## config.mk

```make
export PLATFORM = sky130hd
export DESIGN_NAME = lock_session_ctrl_flat
export DESIGN_NICKNAME = d
export VERILOG_FILES = /design/src/rtl/lock_session_if.sv /design/src/rtl/lock_session_ctrl.sv /design/src/flat_wrapper.sv
export SDC_FILE = /design/constraint.sdc
export NUM_CORES = 1
export LEC_CHECK = 0
export ABC_AREA = 1
export ABC_CLOCK_PERIOD_IN_PS = 4200
export BUFFER_PORTS_ARGS = -buffer_cell sky130_fd_sc_hd__buf_2
export CELL_PAD_IN_SITES_DETAIL_PLACEMENT = 1
export CELL_PAD_IN_SITES_GLOBAL_PLACEMENT = 2
export CORE_MARGIN = 4
export CORE_UTILIZATION = 35
export DETAILED_ROUTE_END_ITERATION = 10
export PLACE_DENSITY = 0.85
export SLEW_MARGIN = 20
export SYNTH_ARGS = -nofsm -noshare
export SYNTH_HDL_FRONTEND = slang
export SYNTH_SLANG_ARGS = --single-unit
export TNS_END_PERCENT = 5
```

## constraint.sdc

```tcl
create_clock -name clk -period 4.2 [get_ports clk]
set_clock_uncertainty 0.15 [all_clocks]
set_input_delay 0.42 -clock clk [delete_from_list [all_inputs] [get_ports clk]]
set_output_delay 0.42 -clock clk [all_outputs]
set_load 0.02 [all_outputs]
```

## src/rtl/lock_session_if.sv

```systemverilog
// lock_session_if: button, checker and indication signals of lock_session_ctrl.
interface lock_session_if;
   logic       edit_sw;
   logic       load_pulse;
   logic       ok_pulse;
   logic       admin_pulse;
   logic [3:0] digit_in;
   logic       check_done;
   logic       check_pass;
   logic       digit_load_en;
   logic       clear_entry;
   logic       check_req;
   logic [2:0] digit_count;
   logic [1:0] err_count;
   logic [2:0] state;
   logic [4:0] sec_left;
   modport master (
      output edit_sw, load_pulse, ok_pulse, admin_pulse, digit_in, check_done, check_pass,
      input  digit_load_en, clear_entry, check_req, digit_count, err_count, state, sec_left
   );
   modport slave (
      input  edit_sw, load_pulse, ok_pulse, admin_pulse, digit_in, check_done, check_pass,
      output digit_load_en, clear_entry, check_req, digit_count, err_count, state, sec_left
   );
endinterface

```

## src/rtl/lock_session_ctrl.sv

```systemverilog
// lock_session_ctrl: digit-lock session sequencer (WAIT/EDIT/CHECK/UNLOCK/ALARM) with per-second timeouts.
// Define ADMIN_UNLOCK_EN to let admin_pulse force UNLOCK from WAIT/EDIT, and force a pass in CHECK.
module lock_session_ctrl #(
   parameter int TICK_DIV         = 100000000,
   parameter int EDIT_TIMEOUT_S   = 10,
   parameter int UNLOCK_TIMEOUT_S = 20,
   parameter int MAX_ERRORS       = 3,
   parameter int DIGITS           = 4
) (
   input logic           clk,
   input logic           rst,
   lock_session_if.slave bus
);
`ifdef ADMIN_UNLOCK_EN
   localparam bit ADMIN = 1'b1;
`else
   localparam bit ADMIN = 1'b0;
`endif
   localparam int PW = $clog2(TICK_DIV);
   localparam logic [4:0] ET = 5'(EDIT_TIMEOUT_S);
   localparam logic [4:0] UT = 5'(UNLOCK_TIMEOUT_S);
   typedef enum logic [2:0] {
      S_WAIT   = 3'd0,
      S_EDIT   = 3'd1,
      S_UNLOCK = 3'd2,
      S_ALARM  = 3'd3,
      S_CHECK  = 3'd4
   } state_t;
   state_t        st;
   logic          edit_q;
   logic [PW-1:0] presc;
   logic [2:0]    dcnt;
   logic [1:0]    ecnt;
   logic [4:0]    sec;
   logic          load_en;
   logic          clr;
   logic          req;
   logic          admin_pend;
   logic          tick;
   logic          load_ok;
   logic          last_err;
   assign tick     = presc == PW'(TICK_DIV - 1);
   assign load_ok  = bus.load_pulse && bus.digit_in <= 4'd9 && dcnt < 3'(DIGITS);
   assign last_err = {1'b0, ecnt} + 3'd1 == 3'(MAX_ERRORS);
   always_ff @(posedge clk) begin
      if (rst) begin
         st         <= S_WAIT;
         edit_q     <= bus.edit_sw;
         presc      <= '0;
         dcnt       <= '0;
         ecnt       <= '0;
         sec        <= '0;
         load_en    <= 1'b0;
         clr        <= 1'b0;
         req        <= 1'b0;
         admin_pend <= 1'b0;
      end else begin
         edit_q  <= bus.edit_sw;
         load_en <= 1'b0;
         clr     <= 1'b0;
         presc   <= tick ? '0 : presc + PW'(1);
         case (st)
            S_WAIT:
               if (ADMIN && bus.admin_pulse) begin
                  st    <= S_UNLOCK;
                  sec   <= UT;
                  ecnt  <= '0;
                  presc <= '0;
               end else if (bus.edit_sw && !edit_q) begin
                  st    <= S_EDIT;
                  clr   <= 1'b1;
                  dcnt  <= '0;
                  sec   <= ET;
                  presc <= '0;
               end
            S_EDIT:
               if (!bus.edit_sw) begin
                  st    <= S_WAIT;
                  clr   <= 1'b1;
                  dcnt  <= '0;
                  sec   <= '0;
                  presc <= '0;
               end else if (ADMIN && bus.admin_pulse) begin
                  st    <= S_UNLOCK;
                  sec   <= UT;
                  ecnt  <= '0;
                  presc <= '0;
               end else if (load_ok) begin
                  // an accepted digit beats a coincident tick and restarts the second
                  load_en <= 1'b1;
                  dcnt    <= dcnt + 3'd1;
                  sec     <= ET;
                  presc   <= '0;
               end else if (bus.ok_pulse && dcnt == 3'(DIGITS)) begin
                  st    <= S_CHECK;
                  req   <= 1'b1;
                  sec   <= '0;
                  presc <= '0;
               end else if (tick) begin
                  sec <= sec - 5'd1;
                  if (sec == 5'd1) begin
                     st   <= S_WAIT;
                     clr  <= 1'b1;
                     dcnt <= '0;
                  end
               end
            S_CHECK: begin
               if (ADMIN && bus.admin_pulse)
                  admin_pend <= 1'b1;
               if (bus.check_done) begin
                  req        <= 1'b0;
                  admin_pend <= 1'b0;
                  presc      <= '0;
                  if (bus.check_pass || (ADMIN && (admin_pend || bus.admin_pulse))) begin
                     st   <= S_UNLOCK;
                     ecnt <= '0;
                     sec  <= UT;
                  end else if (last_err) begin
                     st   <= S_ALARM;
                     ecnt <= 2'(MAX_ERRORS);
                  end else begin
                     st   <= S_EDIT;
                     ecnt <= ecnt + 2'd1;
                     clr  <= 1'b1;
                     dcnt <= '0;
                     sec  <= ET;
                  end
               end
            end
            S_UNLOCK:
               if (bus.ok_pulse || (tick && sec == 5'd1)) begin
                  st    <= S_WAIT;
                  clr   <= 1'b1;
                  dcnt  <= '0;
                  sec   <= '0;
                  presc <= '0;
               end else if (tick)
                  sec <= sec - 5'd1;
            S_ALARM:
               if (bus.admin_pulse) begin
                  st    <= S_WAIT;
                  ecnt  <= '0;
                  clr   <= 1'b1;
                  dcnt  <= '0;
                  presc <= '0;
               end
            default: st <= S_WAIT;
         endcase
      end
   end
   assign bus.state         = st;
   assign bus.digit_load_en = load_en;
   assign bus.clear_entry   = clr;
   assign bus.check_req     = req;
   assign bus.digit_count   = dcnt;
   assign bus.err_count     = ecnt;
   assign bus.sec_left      = sec;
endmodule

```

## src/flat_wrapper.sv

```systemverilog
// flat-port wrapper written by rule: the top's interface ports become plain ports
module lock_session_ctrl_flat 
#(
   parameter int TICK_DIV         = 100000000,
   parameter int EDIT_TIMEOUT_S   = 10,
   parameter int UNLOCK_TIMEOUT_S = 20,
   parameter int MAX_ERRORS       = 3,
   parameter int DIGITS           = 4
)
  (clk, rst, bus_edit_sw, bus_load_pulse, bus_ok_pulse, bus_admin_pulse, bus_digit_in, bus_check_done, bus_check_pass, bus_digit_load_en, bus_clear_entry, bus_check_req, bus_digit_count, bus_err_count, bus_state, bus_sec_left);
  lock_session_if bus_i ();
  input logic clk;
  input logic rst;
  input wire logic [$bits(bus_i.edit_sw)-1:0] bus_edit_sw;
  input wire logic [$bits(bus_i.load_pulse)-1:0] bus_load_pulse;
  input wire logic [$bits(bus_i.ok_pulse)-1:0] bus_ok_pulse;
  input wire logic [$bits(bus_i.admin_pulse)-1:0] bus_admin_pulse;
  input wire logic [$bits(bus_i.digit_in)-1:0] bus_digit_in;
  input wire logic [$bits(bus_i.check_done)-1:0] bus_check_done;
  input wire logic [$bits(bus_i.check_pass)-1:0] bus_check_pass;
  output wire logic [$bits(bus_i.digit_load_en)-1:0] bus_digit_load_en;
  output wire logic [$bits(bus_i.clear_entry)-1:0] bus_clear_entry;
  output wire logic [$bits(bus_i.check_req)-1:0] bus_check_req;
  output wire logic [$bits(bus_i.digit_count)-1:0] bus_digit_count;
  output wire logic [$bits(bus_i.err_count)-1:0] bus_err_count;
  output wire logic [$bits(bus_i.state)-1:0] bus_state;
  output wire logic [$bits(bus_i.sec_left)-1:0] bus_sec_left;
  assign bus_i.edit_sw = bus_edit_sw;
  assign bus_i.load_pulse = bus_load_pulse;
  assign bus_i.ok_pulse = bus_ok_pulse;
  assign bus_i.admin_pulse = bus_admin_pulse;
  assign bus_i.digit_in = bus_digit_in;
  assign bus_i.check_done = bus_check_done;
  assign bus_i.check_pass = bus_check_pass;
  assign bus_digit_load_en = bus_i.digit_load_en;
  assign bus_clear_entry = bus_i.clear_entry;
  assign bus_check_req = bus_i.check_req;
  assign bus_digit_count = bus_i.digit_count;
  assign bus_err_count = bus_i.err_count;
  assign bus_state = bus_i.state;
  assign bus_sec_left = bus_i.sec_left;
  lock_session_ctrl #(.TICK_DIV(TICK_DIV), .EDIT_TIMEOUT_S(EDIT_TIMEOUT_S), .UNLOCK_TIMEOUT_S(UNLOCK_TIMEOUT_S), .MAX_ERRORS(MAX_ERRORS), .DIGITS(DIGITS)) u_core (.clk(clk), .rst(rst), .bus(bus_i));
endmodule
```

==> results by group <==
Cells and area
  – Final nets: 421
  – Register area: 881 um2
  – Area of the multi-input gates: 0.00145 mm2
  – Ratio of cells with drive above 1 in the final layout: 16.1%
  – Syn-to-layout area delta: 12.4%
  – Final core utilization: 41.4%
  – Post-route insts no fill: 500
  – Antenna cells: 0
  – Fillers: 937

Die
  – Cell Rows: 30
  – Die X: 93.7 um
  – Initial Util: 36.8%
  – CORE AREA: 0.00698 mm2
  – Full die area: 0.00878 mm2
  – Die Ht: 93.7 um
  – Num ports: 28

Place
  – Final GP Congestion: 0.756
  – Dpl ws: 2060 ps
  – HPWL after DPL: 5100 um
  – # placed instances: 492
  – IO Port Bufs: 26

Synthesis
  – Sequential area share after synthesis: 34.3%
  – Simple logic cell fraction of the synthesized area: 39.9%
  – Post-Syn Area: 0.00257 mm2
  – Count of cell types in the netlist: 34
  – Syn Inst Count: 373
  – Mux share of post-synthesis cell area: 0%
  – Combinational family with the most area after synthesis: simple AND/OR/NAND/NOR gates
  – Ys async rst share: 0%
  – Syn_nets: 391
  – Post-synthesis xor/xnor area fraction: 4.77%
  – Syn avg cell area: 6.89 um2
  – EDFF count, synth: 0
  – Area fraction in compound gates after synthesis: 8.71%
  – Top_reg_cell synth: dfxtp_1
  – Yosys reg bits: 44
  – Post-Synth Adder-Cell Area: 2.92%
  – Ys Warns: 0

Clock network
  – CTS root buf: clkbuf_8
  – Post-CTS setup buffer count: 0
  – TritonCTS sink count: 44
  – TritonCTS buffer count: 5
  – Cts repair resizes: 0
  – Post-CTS Hold Fix Bufs: 0
  – H-tree depth reported by CTS: 2
  – CTS tree: yes
  – Clock transition at path regs: 90 ps
  – Worst-Skew Late Latency: 300 ps
  – Bufs on Longest Clock Path: 2

Drt
  – Wire per inst: 13.0 um
  – Detailed Route WL: 6490 um
  – Via count: 2358
  – Post-DRT Antenna Nets: 0
  – # DRC: 0
  – DR iter-0 viols: 59
  – Vias per inst: 4.72
  – Pre-Repair DR Iteration Count: 4

Global routing
  – Pin count of the biggest net entering global routing: 27
  – First-pass GRT wire length: 11100 um
  – Grt ovf: 0
  – Number of global-route vias before repair: 2360
  – GRT Overall Usage: 15.7%
  – Initial antenna violation count: 0

Timing
  – # setup viols final: 0
  – Setup TNS Final: 0 ps
  – Least-Margin Pin Slew: 423 ps
  – Final hold vios: 0
  – Slew Limit Headroom: 71.5%
  – Final setup margin: 2080 ps
  – Final Max Tran Viols: 0
  – Period utilization: 50.6%
  – Peak Freq: 471 MHz
  – Hold WS: 109 ps
  – Tmin final: 2120 ps
  – RSZ-0062 raised after global routing: no

Critical path
  – CP Data Arrival Time: 2150 ps
  – Most used cell, CP: nand3_4
  – CP max stage delay: 370 ps
  – Crit path max-delay family: simple AND/OR/NAND/NOR gates
  – Startpoint types: flip-flop
  – CP Cell Sequence: ha_1 > nand2_1 > nor2_2 > nand2_2 > nor2_4 > nand3_4 > nand3_4 > nand4_4 > nand2_4 > nor3_1
  – CP Data Required Time: 4230 ps
  – Worst path slowest cell: dfxtp_1
  – Reg-to-reg endpoint: u_core.presc[13]$_SDFF_PP0_
  – CP Buf/Inv Count: 0
  – Critical path class: reg2reg
  – Worst r2r src: u_core.presc[0]$_SDFF_PP0_
  – Reg2reg path depth: 10
  – FF-to-FF setup slack: 2080 ps
  – Worst Setup End Kind: flip-flop
  – Crit Path Max Fanout: 26

Power and ir drop
  – VDD IR max: 0.132 mV
  – Lkg Pwr: 1.19 nW
  – Power per Cell Area: 402 mW/mm2

Hold path
  – Hold Path Origin: bus_edit_sw
  – Hold Path Sink: u_core.edit_q$_DFF_P_
  – Hold Crit Class: in2reg
  – Worst Hold Depth: 1

Job
  – Max Cap Violations: 0

Status
  – Status: finished, final reports clean
[cell families after synthesis]
group,Yosys count
and+or+nand+nor,207
buffers and inverters,61
DFF,44
AOI/OAI and AO/OA,41
xor gates and xnor gates,14
adders and majority gates,6
[sequential cells by signal (all words and copies together) (netlist names)]
signal and cells:
u_core.presc 27, u_core.bus.state 3, u_core.bus.check_req 1, u_core.edit_q 1
u_core.bus.clear_entry 1, u_core.bus.digit_count 3, u_core.bus.digit_load_en 1, u_core.bus.sec_left 5
u_core.bus.err_count 2
[cell usage after synthesis, types with 6 or more instances]
cell,instances,share of area [%]
nand2_1,66,9.6
nor2_1,64,9.3
inv_1,53,7.7
dfxtp_1,44,34
nand3_1,20,3.9
nor3_1,19,3.7
a21oi_1,18,3.5
o21ai_0,14,2.7
xor2_1,12,4.1
nand4_1,9,2.2
ha_1,6,2.9
[worst max-delay path by stage]
stage                                          start                             endpoint  slack, ps  cells past startpoint
after floorplan           u_core.presc[0]$_SDFF_PP0_          u_core.presc[20]$_SDFF_PP0_       2380                     11
after CTS                 u_core.presc[0]$_SDFF_PP0_          u_core.presc[13]$_SDFF_PP0_       2030                     10
after global routing      u_core.presc[0]$_SDFF_PP0_  u_core.bus.sec_left[4]$_SDFFE_PP0P_       1770                     13
after detailed placement  u_core.presc[0]$_SDFF_PP0_          u_core.presc[13]$_SDFF_PP0_       2060                     10
after global placement    u_core.presc[0]$_SDFF_PP0_  u_core.bus.sec_left[2]$_SDFFE_PP0P_       2090                     13
final                     u_core.presc[0]$_SDFF_PP0_          u_core.presc[13]$_SDFF_PP0_       2080                     10
[metal layers]
metal / vias to the layer above / routed length (um) / global-route usage (%)
li1: 1251 / - / -
met1: 1077 / 3460 / 22.4
met2: 26 / 2810 / 24.0
met3: 4 / 156 / 3.04
met4: 0 / 51 / 3.97
met5: - / 0 / 0
[cells in the final DEF, fill, tap and decap left out, types with 4 or more instances in the layout]
master / Yosys / layout
a21oi_1: 18 / 18
buf_2: 0 / 26
clkbuf_8: 0 / 6
dfxtp_1: 44 / 44
ha_1: 6 / 6
inv_1: 53 / 53
inv_2: 5 / 5
nand2_1: 66 / 66
nand2_2: 5 / 5
nand3_1: 20 / 20
nand4_1: 9 / 9
nor2_1: 64 / 64
nor2_2: 5 / 5
nor3_1: 19 / 19
nor3_2: 4 / 4
o21ai_0: 14 / 14
xor2_1: 12 / 12
[report_power, final]
| group | switching (mW) | internal, mW | total, mW | leakage, nW |
|---|---|---|---|---|
| clock network | 0.153 | 0.134 | 0.287 | 0.0445 |
| registers | 0.0352 | 0.449 | 0.484 | 0.356 |
| logic | 0.268 | 0.123 | 0.391 | 0.790 |
| total | 0.456 | 0.706 | 1.16 | 1.19 |
[metrics by stage]
step	power, mW	cell area, um2
final	1.16	2890
after global routing	1.24	2890
after CTS	1.18	2890
after detailed placement	0.885	2800
after global placement	0.879	2800
after floorplan	0.793	2570
[area by class of cell]
type,instances,area share (%)
inverter,58,7.54
timing repair buffer,26,4.50
tap,96,4.16
sequential,44,30.5
multi-input combinational,268,50.1
clock inverter,1,0.260
clock buffer,7,2.99
Power figures use the tool's default switching activity.
